==> src/rtl/if_fetch_stage_pkg.sv <==
// Shared CPU definitions package (cpu_defs): reset vector, IF->ID bundle layout
// and the opcodes the fetch stage recognises for static prediction.
package cpu_defs;

    localparam logic [31:0] RESET_PC   = 32'h1C00_0000;
    localparam int          IF_TO_ID_W = 65;

    localparam logic [5:0]  OP_B  = 6'h14;
    localparam logic [5:0]  OP_BL = 6'h15;

    localparam int ZIP_PREDICT_BIT = 64;
    localparam int ZIP_INST_HI     = 63;
    localparam int ZIP_INST_LO     = 32;
    localparam int ZIP_PC_HI       = 31;
    localparam int ZIP_PC_LO       = 0;

    // Packed in the same order as the field offsets above.
    typedef struct packed {
        logic        predict;
        logic [31:0] inst;
        logic [31:0] pc;
    } if_to_id_t;

    function automatic logic is_static_taken(input logic [5:0] opcode);
        return (opcode == OP_B) || (opcode == OP_BL);
    endfunction

endpackage

==> src/rtl/if_fetch_stage_if.sv <==
// Bundle of the instruction-SRAM bus and the IF->ID handshake; the fetch stage
// is the master, memory plus decode stage together form the slave side.
interface if_fetch_stage_if;
    import cpu_defs::*;

    logic                  inst_sram_en;
    logic [3:0]            inst_sram_we;
    logic [31:0]           inst_sram_addr;
    logic [31:0]           inst_sram_wdata;
    logic [31:0]           inst_sram_rdata;

    logic                  ID_allowin;
    logic                  flush;
    logic [31:0]           pc_real;
    logic                  IF_valid;
    logic [IF_TO_ID_W-1:0] IF_to_ID_zip;

    modport master (
        output inst_sram_en, inst_sram_we, inst_sram_addr, inst_sram_wdata,
        input  inst_sram_rdata,
        input  ID_allowin, flush, pc_real,
        output IF_valid, IF_to_ID_zip
    );

    modport slave (
        input  inst_sram_en, inst_sram_we, inst_sram_addr, inst_sram_wdata,
        output inst_sram_rdata,
        output ID_allowin, flush, pc_real,
        input  IF_valid, IF_to_ID_zip
    );

endinterface

==> src/rtl/if_fetch_stage_predictor.sv <==
// Static predictor: B and BL are always taken; the target is the PC plus the
// sign-extended 26-bit word offset, which is split across two instruction fields.
module if_static_predictor
    import cpu_defs::*;
(
    input  logic [31:0] inst_i,
    input  logic [31:0] pc_i,
    output logic        taken_o,
    output logic [31:0] target_o
);

    logic [25:0] i26;

    always_comb begin
        i26      = {inst_i[9:0], inst_i[25:10]};
        taken_o  = is_static_taken(inst_i[31:26]);
        target_o = pc_i + {{4{i26[25]}}, i26, 2'b00};
    end

endmodule

==> src/rtl/if_fetch_stage.sv <==
// Instruction-fetch stage: next-PC generation, 1-cycle-latency SRAM fetch,
// stall buffering of the returned word, and flush redirection from ID.
module if_fetch_stage #(
    parameter logic [31:0] RESET_PC = cpu_defs::RESET_PC
) (
    input logic               clk,
    input logic               rst,
    if_fetch_stage_if.master  bus
);
    import cpu_defs::if_to_id_t;

    logic        if_valid_q, if_valid_d;
    logic [31:0] if_pc_q, if_pc_d;
    logic        req_q, req_d;
    logic        buf_valid_q, buf_valid_d;
    logic [31:0] inst_buf_q, inst_buf_d;

    logic [31:0] if_inst;
    logic        pred_taken;
    logic [31:0] pred_target;
    logic        predict;
    logic [31:0] seq_pc;
    logic [31:0] nextpc;
    logic        fetch;
    if_to_id_t   zip;

    if_static_predictor u_predictor (
        .inst_i   (if_inst),
        .pc_i     (if_pc_q),
        .taken_o  (pred_taken),
        .target_o (pred_target)
    );

    always_comb begin
        // The SRAM only holds its data for one cycle; after that the buffer owns it.
        if_inst = buf_valid_q ? inst_buf_q : bus.inst_sram_rdata;
        predict = if_valid_q & pred_taken;
        seq_pc  = predict ? pred_target : if_pc_q + 32'd4;
        nextpc  = bus.flush ? bus.pc_real : seq_pc;
        fetch   = ~rst & (~if_valid_q | bus.ID_allowin | bus.flush);
    end

    always_comb begin
        if_valid_d  = if_valid_q;
        if_pc_d     = if_pc_q;
        req_d       = 1'b0;
        buf_valid_d = buf_valid_q;
        inst_buf_d  = inst_buf_q;
        if (fetch) begin
            if_pc_d     = nextpc;
            if_valid_d  = 1'b1;
            req_d       = 1'b1;
            buf_valid_d = 1'b0;
        end else if (req_q && !buf_valid_q) begin
            // First stall cycle after a request: rdata is still the fetched word.
            inst_buf_d  = bus.inst_sram_rdata;
            buf_valid_d = 1'b1;
        end
    end

    // NOTE: state registers use non-blocking assignments so every flop samples
    // the pre-edge values; the next-state logic above stays purely combinational.
    always_ff @(posedge clk) begin
        if (rst) begin
            if_valid_q  <= 1'b0;
            if_pc_q     <= RESET_PC - 32'd4;
            req_q       <= 1'b0;
            buf_valid_q <= 1'b0;
            inst_buf_q  <= '0;
        end else begin
            if_valid_q  <= if_valid_d;
            if_pc_q     <= if_pc_d;
            req_q       <= req_d;
            buf_valid_q <= buf_valid_d;
            inst_buf_q  <= inst_buf_d;
        end
    end

    always_comb begin
        zip.predict = predict;
        zip.inst    = if_inst;
        zip.pc      = if_pc_q;

        bus.inst_sram_en    = fetch;
        bus.inst_sram_we    = 4'b0000;
        bus.inst_sram_addr  = nextpc;
        bus.inst_sram_wdata = 32'h0;
        bus.IF_valid        = ~rst & if_valid_q & ~bus.flush;
        bus.IF_to_ID_zip    = rst ? '0 : zip;
    end

endmodule
==> src/flat_wrapper.sv <==
// flat-port wrapper written by rule: the top's interface ports become plain ports
module if_fetch_stage_flat import cpu_defs::if_to_id_t;
#(
    parameter logic [31:0] RESET_PC = cpu_defs::RESET_PC
)
  (clk, rst, bus_inst_sram_en, bus_inst_sram_we, bus_inst_sram_addr, bus_inst_sram_wdata, bus_inst_sram_rdata, bus_ID_allowin, bus_flush, bus_pc_real, bus_IF_valid, bus_IF_to_ID_zip);
  if_fetch_stage_if bus_i ();
  input logic clk;
  input logic rst;
  output wire logic [$bits(bus_i.inst_sram_en)-1:0] bus_inst_sram_en;
  output wire logic [$bits(bus_i.inst_sram_we)-1:0] bus_inst_sram_we;
  output wire logic [$bits(bus_i.inst_sram_addr)-1:0] bus_inst_sram_addr;
  output wire logic [$bits(bus_i.inst_sram_wdata)-1:0] bus_inst_sram_wdata;
  input wire logic [$bits(bus_i.inst_sram_rdata)-1:0] bus_inst_sram_rdata;
  input wire logic [$bits(bus_i.ID_allowin)-1:0] bus_ID_allowin;
  input wire logic [$bits(bus_i.flush)-1:0] bus_flush;
  input wire logic [$bits(bus_i.pc_real)-1:0] bus_pc_real;
  output wire logic [$bits(bus_i.IF_valid)-1:0] bus_IF_valid;
  output wire logic [$bits(bus_i.IF_to_ID_zip)-1:0] bus_IF_to_ID_zip;
  assign bus_inst_sram_en = bus_i.inst_sram_en;
  assign bus_inst_sram_we = bus_i.inst_sram_we;
  assign bus_inst_sram_addr = bus_i.inst_sram_addr;
  assign bus_inst_sram_wdata = bus_i.inst_sram_wdata;
  assign bus_i.inst_sram_rdata = bus_inst_sram_rdata;
  assign bus_i.ID_allowin = bus_ID_allowin;
  assign bus_i.flush = bus_flush;
  assign bus_i.pc_real = bus_pc_real;
  assign bus_IF_valid = bus_i.IF_valid;
  assign bus_IF_to_ID_zip = bus_i.IF_to_ID_zip;
  if_fetch_stage #(.RESET_PC(RESET_PC)) u_core (.clk(clk), .rst(rst), .bus(bus_i));
endmodule
==> config.mk <==
export PLATFORM = sky130hd
export DESIGN_NAME = if_fetch_stage_flat
export DESIGN_NICKNAME = d
export VERILOG_FILES = /design/src/rtl/if_fetch_stage_pkg.sv /design/src/rtl/if_fetch_stage_if.sv /design/src/rtl/if_fetch_stage_predictor.sv /design/src/rtl/if_fetch_stage.sv /design/src/flat_wrapper.sv
export SDC_FILE = /design/constraint.sdc
export NUM_CORES = 1
export LEC_CHECK = 0
export ABC_CLOCK_PERIOD_IN_PS = 5110
export BUFFER_PORTS_ARGS = -buffer_cell sky130_fd_sc_hd__buf_4
export CORE_ASPECT_RATIO = 2
export CORE_MARGIN = 5
export CORE_UTILIZATION = 33
export DETAILED_ROUTE_END_ITERATION = 16
export SYNTH_ARGS = -nofsm -noshare
export SYNTH_HDL_FRONTEND = slang
export SYNTH_HIERARCHICAL = 1
export SYNTH_SLANG_ARGS = --single-unit
==> constraint.sdc <==
create_clock -name clk -period 5.11 [get_ports clk]
set_input_delay 0.2555 -clock clk [delete_from_list [all_inputs] [get_ports clk]]
set_output_delay 0.2555 -clock clk [all_outputs]
set_load 0.005 [all_outputs]
==> results_dict.tcl <==
set metrics [dict create \
    synthArstFlopShare_pct 0 \
    grt-ovfl-total 0 \
    start_util_pct 33.4 \
    htree_levels 3 \
    period_needed_ns 4.72 \
    cp_max_fo 22 \
    status "completed" \
    synth_edf_count 0 \
    crit_type "flop to primary output" \
    std_cell_rows 73 \
    p_leak_uw 0.00358 \
    synth_cell_types 75 \
    place_area_mm2 0.00791 \
    syn_inst 899 \
    hp-class "input port to flop" \
    clk_path_buf_depth 2 \
    slew_viol_final 0 \
    rsz0062_at_grt "false" \
    synth_warnings 6 \
    endpoint_kind "primary output" \
    via_per_inst 5.49 \
    first_pass_iters 5 \
    max-slew-margin-rel_pct 29.0 \
    routed_wl_mm 25.7 \
    hold_violations 0 \
    fp.dieH_um 210 \
    cts-hold-fix-buffers 0 \
    first_iter_violations 367 \
    fmax_mhz 212 \
    netlist.top_cell.by_area "dfxtp_1" \
    worst_slew_pin_slew_ns 1.06 \
    worstPathRequired_ns 4.85 \
    crit_path_start "u_core/buf_valid_q" \
    vias 7109 \
    core-area_mm2 0.0198 \
    clk_pin_slew_ns 0.06 \
    synthToLayoutAreaGrowth_pct 24.2 \
    ys_seq_area_share_pct 20.2 \
    post_drt_wl_per_cell_um 19.9 \
    total_power_uw 2180 \
    fin_util_pct 41.5 \
    setup_tns_ns 0 \
    cts_setup_buffers 0 \
    startpoint_type "flop" \
    stdcell_area_mm2 0.00823 \
    grt_pass1_vias 7065 \
    ioPinCount 203 \
    antenna_found_initial 1 \
    grt_max_degree 69 \
    hold_start "bus_pc_real[18]" \
    synthTopCellsByArea "dfxtp_1, nand2_1, a21oi_1" \
    root_buffer "clkbuf_16" \
    cts_sinks 67 \
    final_common_cell "buf_4" \
    r2r-start "u_core/buf_valid_q" \
    io_buffer_count 166 \
    drv_cap 0 \
    drc_errors 0 \
    p_per_area_mw_per_mm2 265 \
    setup_viol_count_final 0 \
    grt_pass1_wl_mm 39.5 \
    ys_ff_latch 67 \
    crit_arrival_ns 4.47 \
    dpl.hpwl_mm 19.8 \
    fin_skew_ns 0.00926 \
    gp_congestion 0.911 \
    drive_above_1_share_pct 24.3 \
    nets 1127 \
    die_x_um 110 \
    postRouteAntennaNets 0 \
    final_cell_mix "buf_4, nand2_1, a21oi_1" \
    irDropWorstVdd_mv 0.137 \
    numCtsBuffers 9 \
    track_usage_pct 22.1 \
    tritoncts "done" \
    clock_latency_ns 0.35 \
    synth_area_per_cell_um2 7.37 \
    post_cts_resized 0 \
    synth_top_area_share_pct 20.2 \
    syn_area_mm2 0.00663 \
    layout_worst_path_cycle_share_pct 92.4 \
    dieArea_mm2 0.0232 \
    synth-main-ff-cell "dfxtp_1" \
]
-- power breakdown --
group,switching [µW],internal [µW]
combinational,487,388
sequential,70.8,561
clock,245,429
total,802,1380
-- flip-flops by register name (all words and copies together), names as in the netlist --
register and count:
u_core/buf_valid_q 1, u_core/if_valid_q 1, u_core/if_pc_q 32, u_core/inst_buf_q 32, u_core/req_q 1
-- worst paths after layout --
path                                  to  slack [ns]  cells past startpoint
setup / recovery  bus_inst_sram_addr[26]        0.39                     11
hold / removal        u_core/if_pc_q[18]        0.16                      3
setup reg to reg      u_core/if_pc_q[29]        0.96                     15
hold reg to reg    u_core/inst_buf_q[11]        0.45                      2
-- cell type report --
class	instances	area [µm²]
inverter	23	86.3
antenna	1	2.50
timing repair buffer	178	1340
tap	262	328
sequential	67	1340
fill	2147	11600
multi-input combinational	749	4820
clock inverter	1	30.0
clock buffer	14	284
-- worst max-delay path, cell delays in order (launching register included) --
cell       delay [ns]
dfxtp_1          0.66
buf_4            0.40
mux2_2           0.39
ha_1             0.39
a2111oi_0        0.69
a21oi_1          0.19
o21ba_2          0.29
xnor2_1          0.11
o21ai_0          0.38
nor3_1           0.11
or3_1            0.36
buf_4            0.14
-- per-stage QoR --
stage / hold WS [ns] / cells / setup slack (ns)
2_1_floorplan: 0.391 / 934 / 1.35
3_3_place_gp: 0.438 / 1279 / 0.824
3_5_place_dp: 0.445 / 1279 / 0.825
4_1_cts: 0.145 / 1294 / 0.429
5_1_grt: 0.163 / 1295 / 0.254
6_report: 0.160 / 1295 / 0.387
-- layer usage --
metal  GRT usage [%]  share of wire (%)  vias up
li1                -                  -     3384
met1            24.7                 36     3368
met2            40.1                 53      297
met3            2.51                5.9       60
met4            11.4                4.9        0
met5               0                  0        -
-- synth_stat cells (3+ instances only) --
library cell,n
a211o_1,7
a21o_1,14
nor2_1,52
xor2_1,15
and4_1,5
and3_1,11
nand3b_1,5
nor3b_1,5
and2_1,39
mux2i_1,11
a21oi_1,80
nand2_1,131
a31oi_1,11
o22ai_1,3
a211oi_1,5
a2bb2oi_1,8
inv_1,23
a22oi_1,3
buf_4,38
o221ai_1,4
clkbuf_1,41
o21ai_0,34
or2_2,3
nor2b_1,27
nor4_2,3
o31ai_1,5
nor4_1,4
xnor2_1,27
or3_1,8
buf_1,3
dfxtp_1,67
mux2_2,34
o22a_1,8
a22o_1,3
buf_2,12
nand3_1,22
nand4_1,18
nor3_1,18
ha_1,30
o21a_1,5
nand2b_1,7
o211ai_1,3
o21bai_1,3
-- kinds of logic after synthesis --
| group | share of synthesized area (%) |
|---|---|
| XOR/XNOR | 5.55 |
| AO/OA/AOI/OAI | 22.6 |
| other | 0.0566 |
| multiplexers | 7.44 |
| AND/OR/NAND/NOR | 29.0 |
| adder cells (fa/ha/maj) | 5.97 |
| buffers and inverters | 9.08 |
| flip-flops | 20.2 |
No activity file was read; power rests on OpenSTA's default activity.
